**src/rtl/enc_pkg.sv**
```systemverilog
// Shared definitions for the round-robin priority encoder.
//   enc_mode_e : selection mode carried alongside each request vector
//   enc_clog2  : index width for an N-bit request vector (minimum 1)
package enc_pkg;

  typedef enum logic [1:0] {
    ENC_MODE_HI   = 2'b00,  // highest set index (legacy "last set bit wins")
    ENC_MODE_LO   = 2'b01,  // lowest set index
    ENC_MODE_RR   = 2'b10,  // round-robin from the pointer upwards, then wrap
    ENC_MODE_RSVD = 2'b11   // reserved, behaves as ENC_MODE_HI
  } enc_mode_e;

  function automatic int enc_clog2(input int n);
    int w;
    w = 1;
    for (int i = 1; i < 32; i++) begin
      if ((1 << i) < n) w = i + 1;
    end
    return w;
  endfunction

endpackage

```
**src/rtl/prio_scan.sv**
```systemverilog
// Combinational lowest-set-index finder.
//   vec   : input vector to scan
//   idx   : index of the lowest set bit (0 when nothing is set)
//   found : at least one bit of vec is set
module prio_scan
  import enc_pkg::*;
#(
  parameter  int N = 8,
  localparam int W = enc_clog2(N)
) (
  input  logic [N-1:0] vec,
  output logic [W-1:0] idx,
  output logic         found
);

  always_comb begin
    // NOTE: every output gets a default before the loop so no path leaves it unassigned (no latch).
    idx   = '0;
    found = 1'b0;
    // Scanning downwards lets the lowest set bit be the last (winning) assignment.
    for (int i = N - 1; i >= 0; i--) begin
      if (vec[i]) begin
        idx   = W'(i);
        found = 1'b1;
      end
    end
  end

endmodule

```
**src/rtl/prio_encoder_rr.sv**
```systemverilog
// Registered N:log2(N) priority encoder with highest, lowest and round-robin
// selection behind valid/ready handshakes on both sides (latency 1).
//   clk, rst_n  : clock, synchronous active-low reset
//   req_valid   : req_vec/mode valid this cycle
//   req_ready   : block can take a request this cycle
//   req_vec     : request bits, bit i = source i requesting
//   mode        : enc_mode_e selection mode, sampled with req_vec
//   out_valid   : result registers hold a result
//   out_ready   : consumer takes the result this cycle
//   out_idx     : selected index
//   out_onehot  : one-hot of out_idx, zero when out_none
//   out_none    : accepted req_vec was all zero
module prio_encoder_rr
  import enc_pkg::*;
#(
  parameter  int N = 8,
  localparam int W = enc_clog2(N)
) (
  input  logic         clk,
  input  logic         rst_n,
  input  logic         req_valid,
  output logic         req_ready,
  input  logic [N-1:0] req_vec,
  input  logic [1:0]   mode,
  output logic         out_valid,
  input  logic         out_ready,
  output logic [W-1:0] out_idx,
  output logic [N-1:0] out_onehot,
  output logic         out_none
);

  logic         r_valid;
  logic [W-1:0] r_idx;
  logic [N-1:0] r_onehot;
  logic         r_none;
  logic [W-1:0] r_ptr;

  logic         w_accept;
  enc_mode_e    w_mode;
  logic [N-1:0] w_rr_mask;
  logic [N-1:0] w_vec_masked;
  logic [N-1:0] w_vec_rev;
  logic [W-1:0] w_lo_idx, w_rr_idx, w_rev_idx, w_hi_idx;
  logic         w_lo_found, w_rr_found, w_rev_found;
  logic [W-1:0] w_sel_idx;
  logic [N-1:0] w_sel_onehot;
  logic [W-1:0] w_ptr_next;

  assign req_ready = !r_valid || out_ready;
  assign w_accept  = req_valid && req_ready;
  assign w_mode    = enc_mode_e'(mode);

  // Round-robin mask keeps bits at or above the pointer; the reversed vector
  // turns the lowest-index finder into a highest-index finder.
  always_comb begin
    w_rr_mask = '0;
    w_vec_rev = '0;
    for (int i = 0; i < N; i++) begin
      w_rr_mask[i] = (i >= int'(r_ptr));
      w_vec_rev[i] = req_vec[N-1-i];
    end
  end

  assign w_vec_masked = req_vec & w_rr_mask;

  prio_scan #(.N(N)) u_scan_lo  (.vec(req_vec),      .idx(w_lo_idx),  .found(w_lo_found));
  prio_scan #(.N(N)) u_scan_rr  (.vec(w_vec_masked), .idx(w_rr_idx),  .found(w_rr_found));
  prio_scan #(.N(N)) u_scan_rev (.vec(w_vec_rev),    .idx(w_rev_idx), .found(w_rev_found));

  // w_rev_found always equals w_lo_found; the unmasked scan is the one used as "any set".
  assign w_hi_idx = W'(N - 1) - w_rev_idx;

  always_comb begin
    case (w_mode)
      ENC_MODE_LO: w_sel_idx = w_lo_idx;
      ENC_MODE_RR: w_sel_idx = w_rr_found ? w_rr_idx : w_lo_idx;
      default:     w_sel_idx = w_hi_idx;
    endcase
    // The reversed scan yields N-1 on an empty vector, so force index 0 there.
    if (!w_lo_found) w_sel_idx = '0;
  end

  assign w_sel_onehot = w_lo_found ? (N'(1) << w_sel_idx) : '0;
  // Explicit wrap so the pointer never reaches N when N is not a power of two.
  assign w_ptr_next   = (w_sel_idx == W'(N - 1)) ? '0 : w_sel_idx + W'(1);

  always_ff @(posedge clk) begin
    // NOTE: sequential state uses non-blocking assignments so all registers update from pre-edge values.
    if (!rst_n) begin
      r_valid  <= 1'b0;
      r_idx    <= '0;
      r_onehot <= '0;
      r_none   <= 1'b0;
      r_ptr    <= '0;
    end else begin
      if (w_accept) begin
        r_valid  <= 1'b1;
        r_idx    <= w_sel_idx;
        r_onehot <= w_sel_onehot;
        r_none   <= !w_lo_found;
        if (w_mode == ENC_MODE_RR && w_lo_found) r_ptr <= w_ptr_next;
      end else if (out_ready) begin
        r_valid <= 1'b0;
      end
    end
  end

  assign out_valid  = r_valid;
  assign out_idx    = r_idx;
  assign out_onehot = r_onehot;
  assign out_none   = r_none;

endmodule

```
**config.mk**
```make
export PLATFORM = sky130hd
export DESIGN_NAME = prio_encoder_rr
export DESIGN_NICKNAME = d
export VERILOG_FILES = /design/src/rtl/enc_pkg.sv /design/src/rtl/prio_scan.sv /design/src/rtl/prio_encoder_rr.sv
export SDC_FILE = /design/constraint.sdc
export NUM_CORES = 1
export LEC_CHECK = 0
export CAP_MARGIN = 40
export CORE_UTILIZATION = 45
export CTS_BUF_LIST = sky130_fd_sc_hd__clkbuf_8
export CTS_CLUSTER_SIZE = 30
export DETAILED_ROUTE_END_ITERATION = 8
export DONT_BUFFER_PORTS = 1
export HOLD_SLACK_MARGIN = 0.15
export PLACE_DENSITY = 0.68
export SLEW_MARGIN = 0
export SYNTH_ARGS = -nofsm -noshare
export SYNTH_HDL_FRONTEND = slang
export SYNTH_SLANG_ARGS = --single-unit
```
**constraint.sdc**
```tcl
create_clock -name clk -period 3.8 [get_ports clk]
set_input_delay 0.95 -clock clk [delete_from_list [all_inputs] [get_ports clk]]
set_output_delay 0.95 -clock clk [all_outputs]
set_load 0.01 [all_outputs]
```
==> metrics.cfg <==
[pwr]
ir_drop_uv=291.7
leakagePower_nw=0.6226
p_seq_share_pct=46.2
power_frac_comb_pct=23.6
internal-power_mw=0.2979
clockPowerShare_pct=30.2
power_mw=0.4307
p_per_area_mw_per_mm2=306.8
netSwitchingFraction_pct=30.84
p_sw_mw=0.1328

[logic_synthesis]
synthTopCellsByArea=dfxtp_1 23%, buf_4 15%, ha_1 6.9%
synth_area_mm2=0.001454
synth_top_cell_by_area=dfxtp_1
netlist_instances=186
seq_area_frac_synth_pct=23.41
ys_warn_count=0
synth_top_flop_cell=dfxtp_1
async_flop_share_pct=0
synth_top_area_share_pct=23.41
synth_commonest_cells=30 x buf_4, 20 x nand2_1, 17 x dfxtp_1, 13 x nand3_1, 10 x nor2_1
synth_edf_count=0
avgSynthCellArea_um2=7.817
yosysMostFrequentCell=buf_4
ys_ff_latch=17
ys_types=45

[route]
antenna_left=0
drt_iter0_drc=33
wl_per_cell_um=11.95
wl_mm=2.700
vias_per_cell=5.133
drt-pass1-iter-count=4
drcViolationCount=0
route.vias.total=1160

[clocking]
root_buffer=clkbuf_8
clock-sinks=17
clk_latency_ns=0.25
clock_path_buffers=2
post_cts_buffers=0
clkTransAtPathRegs_ns=0.06
cts_hold_buffers=0
cts_tree=built
htreeDepth=1
cts_buffers=3
postCtsResizedCells=0

[critical_path]
cpLargestDelayFamily=simple AND/OR/NAND/NOR gates
path_class=in2reg
required_ns=3.97
arrival_ns=3.12
cpMaxStageDelayCell=nor4b_1
worstPathMaxFanout=5
crit_path_end_kind=flop
path_buf_inv=1
regToRegSetupSlack_ns=1.06
path_common_cell=ha_1
cp-start-kind=input pin
max_stage_delay_ns=0.43
cp_cell_sequence=nor2b_1, o21ai_0, a21boi_0, nor4b_1, a21o_1, inv_1, ha_1, ha_1, nor2_1, nand3_1, o31ai_2

[timing]
rsz0062_at_grt=no
finalCritPeriodShare_pct=77.66
finalMaxSlewViolations=0
skew_ns=0.003443
fin_ws_ns=0.8488
report.final.hold_viol_count=0
max_freq_mhz=338.8
tns_ns=0
fin_crit_ns=2.951
setup_viol=0
worst_hold_slack_ns=0.4981

[global_routing]
grt_pass1_vias=1001
grt_overflow_total=0
grt_pass1_wl_mm=4.347
antenna_found_initial=0
grt_start_max_net_pins=20
grt_usage_pct=16.15

[hold_path]
hold_class=reg2reg

[place]
place_ws_ns=0.6289
port_buffers=0
dp_cells=222
place_congestion=0.8697
place_hpwl_mm=2.103

[layout]
syn_to_final_growth_pct=-3.442
drive_gt1_share_pct=6.593
antenna_cells=0
nNetsFinal=205
fin_cells=226

[die]
num_rows=20
core_mm2=0.003053
die_h_um=58.84
chipWidth_um=58.84
num_io_pins=57
die-area_mm2=0.003462
start_util_pct=47.62

[flow_run]
maxCapViolCount=0

[outcome]
outcome=complete, no violations

[logic make-up after synthesis]
logic type	count (synthesis)	synth area share, %
AND/OR/NAND/NOR	72	26.42
buffers and inverters	45	19.96
flip-flops	17	23.41
other	1	0.2579
adder cells (fa/ha/maj)	8	6.885
AO/OA/AOI/OAI	43	23.06
[final cells by class]
| type | instances | area (µm²) |
|---|---|---|
| clock buffers | 3 | 41.29 |
| multi-input cells | 152 | 928.4 |
| well taps | 44 | 55.05 |
| inverters | 9 | 33.78 |
| flip-flops and latches | 17 | 340.3 |
| clock inverters | 1 | 5.005 |
| fillers | 330 | 1649 |
[worst min-delay path, delay by kind of cell, from the launching register on]
family	cells	cell delay, ns
AND/OR/NAND/NOR	1	0.06
AO/OA/AOI/OAI	1	0.05
flip-flops	1	0.34
[stage by stage]
step	util, %	cell area (µm²)
CTS	45.98	1404
global route	45.98	1404
global placement	44.47	1358
finish	45.98	1404
detailed placement	44.47	1358
floorplan	-	1559
[power by group through the flow]
stage	combinational (mW)	sequential [mW]	clock, mW
finish	0.102	0.199	0.130
global route	0.116	0.200	0.146
CTS	0.101	0.199	0.136
detailed placement	0.100	0.203	0
global placement	0.0998	0.203	0
floorplan	0.115	0.199	0
[cell usage in the layout, fill, tap and decap left out, drive strengths merged, types with 5 or more instances in the layout]
| master | synthesis | routed |
|---|---|---|
| nand2b | 6 | 6 |
| nor2b | 5 | 5 |
| a21boi | 14 | 14 |
| o21ai | 6 | 6 |
| nand4 | 6 | 6 |
| conb | 1 | 29 |
| nand2 | 20 | 20 |
| nand3 | 14 | 14 |
| ha | 8 | 8 |
| nor2 | 10 | 10 |
| inv | 9 | 9 |
| dfxtp | 17 | 17 |
[routing by layer]
layer	up-vias	track usage, %	share of wire (%)
met1	527	22.28	47
li1	581	-	-
met3	4	5.495	7.3
met4	0	3.061	0.70
met5	-	0	0
met2	48	24.51	45
[path summary, 6_finish.rpt]
path,from,end,cells past startpoint
worst min register to register,out_onehot[1]$_SDFFE_PN0P_,out_onehot[1]$_SDFFE_PN0P_,2
worst max-delay path,req_vec[7],r_ptr[3]$_SDFFE_PN0P_,11
worst max register to register,r_ptr[0]$_SDFFE_PN0P_,r_ptr[3]$_SDFFE_PN0P_,11
worst min-delay path,out_onehot[1]$_SDFFE_PN0P_,out_onehot[1]$_SDFFE_PN0P_,2
[state kept, by name, summed over array words and instances, names as in the netlist]
name        flops
out_idx         3
out_onehot      8
r_ptr           4
out_none        1
out_valid       1
Power figures use the tool's default switching activity.
